File: src/rtl/uart_host_pkg.sv
// Shared types and opcodes for the UART host controller.
package uart_host_pkg;

  typedef enum logic [2:0] {
    ST_IDLE      = 3'd0,
    ST_LOAD      = 3'd1,
    ST_RUN       = 3'd2,
    ST_DUMP_RD   = 3'd3,
    ST_DUMP_REQ  = 3'd4,
    ST_DUMP_WAIT = 3'd5
  } state_e;

  localparam logic [7:0] OP_LOAD = 8'h01;
  localparam logic [7:0] OP_RUN  = 8'h02;
  localparam logic [7:0] OP_DUMP = 8'h03;

endpackage

File: src/rtl/rise_detect.sv
// 1-bit rising-edge detector; the edge output is combinational from the
// current input and the registered previous value.
module rise_detect (
  input  logic clk_i,
  input  logic rst_n_i,
  input  logic d_i,
  output logic rise_o
);

  logic prev_q;

  always_ff @(posedge clk_i or negedge rst_n_i) begin
    if (!rst_n_i) prev_q <= 1'b0;
    else          prev_q <= d_i;
  end

  assign rise_o = d_i & ~prev_q;

endmodule

File: src/rtl/uart_host_ctrl.sv
// Command-driven host controller: loads I-memory, runs the CPU for a bounded
// time and streams D-memory back over the UART transmitter.
//
// state        | meaning
// ST_IDLE      | wait for an opcode byte, addresses and run counter held at 0
// ST_LOAD      | each received byte is written to I-memory
// ST_RUN       | CPU out of reset until halt, timeout or host abort
// ST_DUMP_RD   | wait for an idle transmitter, then read D-memory
// ST_DUMP_REQ  | strobe the transmitter with the byte just read
// ST_DUMP_WAIT | wait for the transmitter to take the byte
module uart_host_ctrl
  import uart_host_pkg::*;
#(
  parameter int IMEM_BYTE_ADDR_WIDTH = 6,
  parameter int DMEM_BYTE_ADDR_WIDTH = 6,
  parameter int RUN_CNT_WIDTH        = 16
) (
  input  logic                            clk_i,
  input  logic                            rst_n_i,
  input  logic                            rx_ready_i,
  input  logic [7:0]                      rx_data_i,
  input  logic                            tx_empty_i,
  input  logic                            tx_error_i,
  input  logic                            cpu_halt_i,
  output logic                            cpu_rst_o,
  output logic                            tx_req_o,
  output logic                            imem_ctrl_o,
  output logic                            dmem_ctrl_o,
  output logic                            imem_wr_en_o,
  output logic [IMEM_BYTE_ADDR_WIDTH-1:0] imem_addr_o,
  output logic                            dmem_rd_en_o,
  output logic [DMEM_BYTE_ADDR_WIDTH-1:0] dmem_addr_o,
  output logic                            busy_o,
  output logic                            cmd_error_o
);

  localparam logic [IMEM_BYTE_ADDR_WIDTH-1:0] IMEM_LAST = '1;
  localparam logic [IMEM_BYTE_ADDR_WIDTH-1:0] IMEM_INC  = 1;
  localparam logic [DMEM_BYTE_ADDR_WIDTH-1:0] DMEM_LAST = '1;
  localparam logic [DMEM_BYTE_ADDR_WIDTH-1:0] DMEM_INC  = 1;
  localparam logic [RUN_CNT_WIDTH-1:0]        RUN_LAST  = '1;
  localparam logic [RUN_CNT_WIDTH-1:0]        RUN_INC   = 1;

  state_e                            state_q, state_d;
  logic [IMEM_BYTE_ADDR_WIDTH-1:0]   imem_addr_q, imem_addr_d;
  logic [DMEM_BYTE_ADDR_WIDTH-1:0]   dmem_addr_q, dmem_addr_d;
  logic [RUN_CNT_WIDTH-1:0]          run_cnt_q, run_cnt_d, run_cnt_inc;
  logic                              cmd_error_q, cmd_error_d;
  logic                              tx_req_q;
  logic                              rx_stb;
  logic                              in_dump;

  rise_detect u_rx_rise (
    .clk_i   (clk_i),
    .rst_n_i (rst_n_i),
    .d_i     (rx_ready_i),
    .rise_o  (rx_stb)
  );

  assign run_cnt_inc = run_cnt_q + RUN_INC;
  assign in_dump     = (state_q == ST_DUMP_RD) || (state_q == ST_DUMP_REQ) ||
                       (state_q == ST_DUMP_WAIT);

  always_comb begin
    state_d      = state_q;
    imem_addr_d  = imem_addr_q;
    dmem_addr_d  = dmem_addr_q;
    run_cnt_d    = '0;
    cmd_error_d  = cmd_error_q;
    imem_wr_en_o = 1'b0;
    dmem_rd_en_o = 1'b0;
    case (state_q)
      ST_IDLE: begin
        imem_addr_d = '0;
        dmem_addr_d = '0;
        if (rx_stb) begin
          case (rx_data_i)
            OP_LOAD: begin state_d = ST_LOAD;    cmd_error_d = 1'b0; end
            OP_RUN:  begin state_d = ST_RUN;     cmd_error_d = 1'b0; end
            OP_DUMP: begin state_d = ST_DUMP_RD; cmd_error_d = 1'b0; end
            default: cmd_error_d = 1'b1;
          endcase
        end
      end
      ST_LOAD: begin
        if (rx_stb) begin
          imem_wr_en_o = 1'b1;
          imem_addr_d  = imem_addr_q + IMEM_INC;
          if (imem_addr_q == IMEM_LAST) state_d = ST_IDLE;
        end
      end
      ST_RUN: begin
        // Compare the incremented count so the longest run is 2**W-1 cycles.
        run_cnt_d = run_cnt_inc;
        if (cpu_halt_i || rx_stb || (run_cnt_inc == RUN_LAST)) begin
          state_d   = ST_IDLE;
          run_cnt_d = '0;
        end
      end
      ST_DUMP_RD: begin
        if (tx_empty_i) begin
          dmem_rd_en_o = 1'b1;
          state_d      = ST_DUMP_REQ;
        end
      end
      ST_DUMP_REQ: begin
        dmem_addr_d = dmem_addr_q + DMEM_INC;
        state_d     = (dmem_addr_q == DMEM_LAST) ? ST_IDLE : ST_DUMP_WAIT;
      end
      ST_DUMP_WAIT: begin
        if (!tx_empty_i) state_d = ST_DUMP_RD;
      end
      default: state_d = ST_IDLE;
    endcase

    // A transmitter fault aborts the dump whatever the state wanted to do.
    if (in_dump && tx_error_i) begin
      state_d      = ST_IDLE;
      cmd_error_d  = 1'b1;
      dmem_rd_en_o = 1'b0;
    end
  end

  always_ff @(posedge clk_i or negedge rst_n_i) begin
    if (!rst_n_i) begin
      state_q     <= ST_IDLE;
      imem_addr_q <= '0;
      dmem_addr_q <= '0;
      run_cnt_q   <= '0;
      cmd_error_q <= 1'b0;
      tx_req_q    <= 1'b0;
    end else begin
      state_q     <= state_d;
      imem_addr_q <= imem_addr_d;
      dmem_addr_q <= dmem_addr_d;
      run_cnt_q   <= run_cnt_d;
      cmd_error_q <= cmd_error_d;
      tx_req_q    <= (state_d == ST_DUMP_REQ);
    end
  end

  assign cpu_rst_o   = (state_q != ST_RUN) || !rst_n_i;
  assign imem_ctrl_o = cpu_rst_o;
  assign dmem_ctrl_o = cpu_rst_o;
  assign busy_o      = (state_q != ST_IDLE);
  assign tx_req_o    = tx_req_q;
  assign cmd_error_o = cmd_error_q;
  assign imem_addr_o = imem_addr_q;
  assign dmem_addr_o = dmem_addr_q;

endmodule

File: config.mk
export PLATFORM = sky130hd
export DESIGN_NAME = uart_host_ctrl
export DESIGN_NICKNAME = d
export VERILOG_FILES = /design/src/rtl/uart_host_pkg.sv /design/src/rtl/rise_detect.sv /design/src/rtl/uart_host_ctrl.sv
export SDC_FILE = /design/constraint.sdc
export NUM_CORES = 1
export LEC_CHECK = 0
export CAP_MARGIN = 15
export CORE_UTILIZATION = 39
export CTS_BUF_LIST = sky130_fd_sc_hd__clkbuf_4 sky130_fd_sc_hd__clkbuf_8 sky130_fd_sc_hd__clkbuf_16
export CTS_CLUSTER_DIAMETER = 100
export CTS_CLUSTER_SIZE = 8
export DETAILED_ROUTE_END_ITERATION = 16
export HOLD_SLACK_MARGIN = 0.12
export PLACE_DENSITY = 0.57
export SYNTH_ARGS = -nofsm -noshare
export SYNTH_HDL_FRONTEND = slang
export SYNTH_HIERARCHICAL = 1
export SYNTH_SLANG_ARGS = --single-unit
File: constraint.sdc
create_clock -name clk_i -period 2.65 [get_ports clk_i]
set_clock_uncertainty 0.05 [all_clocks]
set_input_delay 0.265 -clock clk_i [delete_from_list [all_inputs] [get_ports clk_i]]
set_output_delay 0.265 -clock clk_i [all_outputs]
set_load 0.02 [all_outputs]
==> metrics.md <==
| Metric | Value |
|---|---|
| Clock Tree Buf Depth | 2 |
| Worst setup slack before clock tree synthesis | -0.146 ns |
| Final Cycle Share | between 80% and 90% |
| Failing checks | DRC |
| Power density normalized to cell area | around 430 nW/um^2 |
| Clk Latency, worst-skew pair | slightly below 0.3 ns |
| Post-DRT Antenna Nets | 0 |
| RSZ-0062 raised after global routing | no |
| Initial drt markers | 88 |
| Min Clock Period, post-route | roughly 2.4 ns |
| Final WL | between 4 and 5 mm |
| Final-report hold violation count | 0 |
| Startpoint-to-endpoint class of the critical path | in2out |
| Synth-to-layout area growth | 28.4% |
| Worst IR Drop VDD | 0.195 mV |
| Share of synthesized registers carrying an async set or reset | 100% |
| Crit path launch type | input port |
| Final Max Slew Viols | 0 |
| Count of max-cap constraint violations | 0 |
| Prevailing post-synth register cell | dfrtp_1 |
| Number of levels the H-tree was split into | 2 |
| Total congestion overflow | 0 |
| Combined area of all synthesized cells | ~2100 um^2 |
| Clock buffer count from CTS | 5 |
| Post-route setup TNS | 0 ns |
| Global-route wire length before repair | approximately 7.9 mm |
| Arrival @ worst endpoint | slightly above 2 ns |
| Post-route DRC | 1 |
| Worst Max-Slew Pin Slew | around 0.65 ns |
| Syn Nets | around 240 |
| Critical path capture point type | output port |
| Count of cell types in the netlist | 51 |
| Mapped Cells | approximately 220 |
| Final count of negative-setup-slack endpoints | 0 |
| Wire length per cell | between 10 and 15 um |
| Achievable clock frequency | 0.420 GHz |
| Relative slew slack | between 50% and 60% |
| Master cell of the clock root buffer | clkbuf_8 |
| Worst-case setup margin in the final layout | 0.268 ns |
| Total number of vias | 1808 |
| Leading cell type in the layout, fill and taps excluded | dfrtp_1 |
| Final weighted congestion in routability-driven placement | between 0.7 and 0.8 |
| Number of flip-flops and latches in the synthesized netlist | 34 |
| N_diodes | 0 |
| Number of flops mapped to enable cells by yosys | 0 |
| TritonCTS clock tree | done |
| Result of the run | finished, violations left |
| Num Clock Sinks | 34 |
| # Post-CTS Setup Buffers | 0 |
| Most frequent cells in the layout | 34 x dfrtp_1, 31 x clkdlybuf4s50_1, 20 x nand2_1 |
| Count of warnings emitted by yosys | 6 |
| Ratio of routed vias to standard cells | around 5.3 |
| Number of nets in the finished design | 285 |
| Share of cells above drive strength 1 | around 15% |
| Y dimension of the die | 74.8 um |
| Total GRT Usage | 18.9% |
| Die Span X | 74.8 um |
| Antenna violations before repair | 0 |
| Area enclosed by the die boundary | about 5600 um^2 |
| Core Area | about 5100 um^2 |
| CP max FO | 4 |
| Leakage power figure | approximately 1.1 nW |
| Post-synthesis sequential area ratio | 41.2% |
| Half-perimeter wire length after placement | about 3.4 mm |
| Largest net degree at the start of global routing | 35 |
| Row count | 26 |
| Starting density of the core | between 40% and 50% |
| Ports | 34 |
| Vias in the first global route | 1690 |
| Per-instance average area after synthesis | 9.27 um^2 |
| Clk pin slew, worst setup/hold paths | roughly 0.080 ns |
| CP required | ~2.3 ns |
| Path type of the worst min-delay path | in2reg |
| Number of iterations in the first detailed-routing pass | 10 |
| Number of port buffers | 33 |
per-layer routing:
metal  vias to the layer above  part of all wire, %  GRT usage [%]  wire [um]
li1                        902                    -              -          -
met1                       857                   49           26.1       2310
met2                        44                   46           29.9       2160
met3                         5                  4.1           4.15        193
met4                         0                  1.2           5.66         55
met5                         -                    0              0          0
registers in the layout, indices dropped and copies added, names as in the netlist:
register / count
dmem_addr_o: 6
tx_req_o: 1
run_cnt_q: 16
cmd_error_o: 1
state_q: 3
imem_addr_o: 6
u_rx_rise/prev_q: 1
power by group:
group | total [mW] | switching (mW) | internal [mW]
clock | 0.473 | 0.196 | 0.277
sequential | 0.541 | 0.0134 | 0.528
combinational | 0.137 | 0.0736 | 0.0635
total | 1.15 | 0.283 | 0.868
cells in the mapped netlist, types with 3 or more instances:
cell type / count / area share [%]
nand2_1: 20 / 3.6
a21oi_1: 6 / 1.5
a211oi_1: 15 / 5.4
nand2b_1: 8 / 2.4
nor2_1: 15 / 2.7
nor2b_1: 5 / 1.5
clkbuf_1: 6 / 1.1
nand4_1: 7 / 2.1
dfrtp_1: 34 / 41
nor3_1: 6 / 1.5
nand3_1: 13 / 3.1
and3_1: 4 / 1.2
inv_1: 6 / 1.1
buf_4: 3 / 1.1
a22o_1: 3 / 1.3
o21ai_0: 9 / 2.2
xnor2_1: 11 / 4.7
xor2_1: 6 / 2.5
ha_1: 4 / 2.4
nor4_1: 4 / 1.2
worst paths after layout:
path                                             from                         end  slack, ns  cells past startpoint
setup / recovery                           rx_ready_i                imem_wr_en_o       0.27                      4
hold / removal                             rx_ready_i  u_rx_rise/prev_q$_DFF_PN0_       0.38                      1
setup reg to reg               run_cnt_q[0]$_DFF_PN0_      run_cnt_q[2]$_DFF_PN0_       0.41                      6
hold reg to reg            dmem_addr_o[1]$_DFFE_PN0P_  dmem_addr_o[1]$_DFFE_PN0P_       0.48                      2
max in group asynchronous                     rst_n_i        state_q[1]$_DFF_PN0_       1.66                      3
min in group asynchronous                     rst_n_i      run_cnt_q[7]$_DFF_PN0_       0.56                      3
worst max-delay path, stage by stage:
cell	delay (ns)
clkdlybuf4s50_1	0.47
nor2b_4	0.16
nor4bb_1	0.47
clkdlybuf4s50_1	0.70
metrics by stage:
step	utilization (%)	cell area [um^2]	power (mW)	instances	hold slack (ns)
after floorplan	-	2070	0.609	223	-0.0806
after global placement	49.5	2530	0.689	329	0.359
after detailed placement	49.5	2530	0.687	329	0.357
after CTS	51.9	2650	1.17	338	0.375
after global routing	52.0	2650	1.21	338	0.401
final	52.0	2650	1.15	338	0.384
cells by family (layout without fill, tap and decap cells):
kind of cell,count (synthesis),count (layout),synth area share [%]
adders and majority gates,4,4,2.42
AOI/OAI and AO/OA,50,50,17.3
DFF,34,34,41.2
buffers and inverters,19,64,4.48
and+or+nand+nor,98,98,26.9
xor gates and xnor gates,17,17,7.20
muxes,1,1,0.545
final cells by class:
class,instances,area [um^2]
clock buffers,5,68.8
fillers,487,2450
clock inverters,3,40.0
inverters,6,22.5
repair buffers,50,450
flip-flops and latches,34,851
well taps,70,87.6
multi-input cells,170,1130
timing repair:
item / CTS / global route
hold buffers: 1 / 0
resized for setup: 2 / 3
endpoints found under the hold margin: 34 / 0
endpoints found under the setup margin: 1 / 7
gates cloned: 0 / 0
No activity file was read; power rests on OpenSTA's default activity.
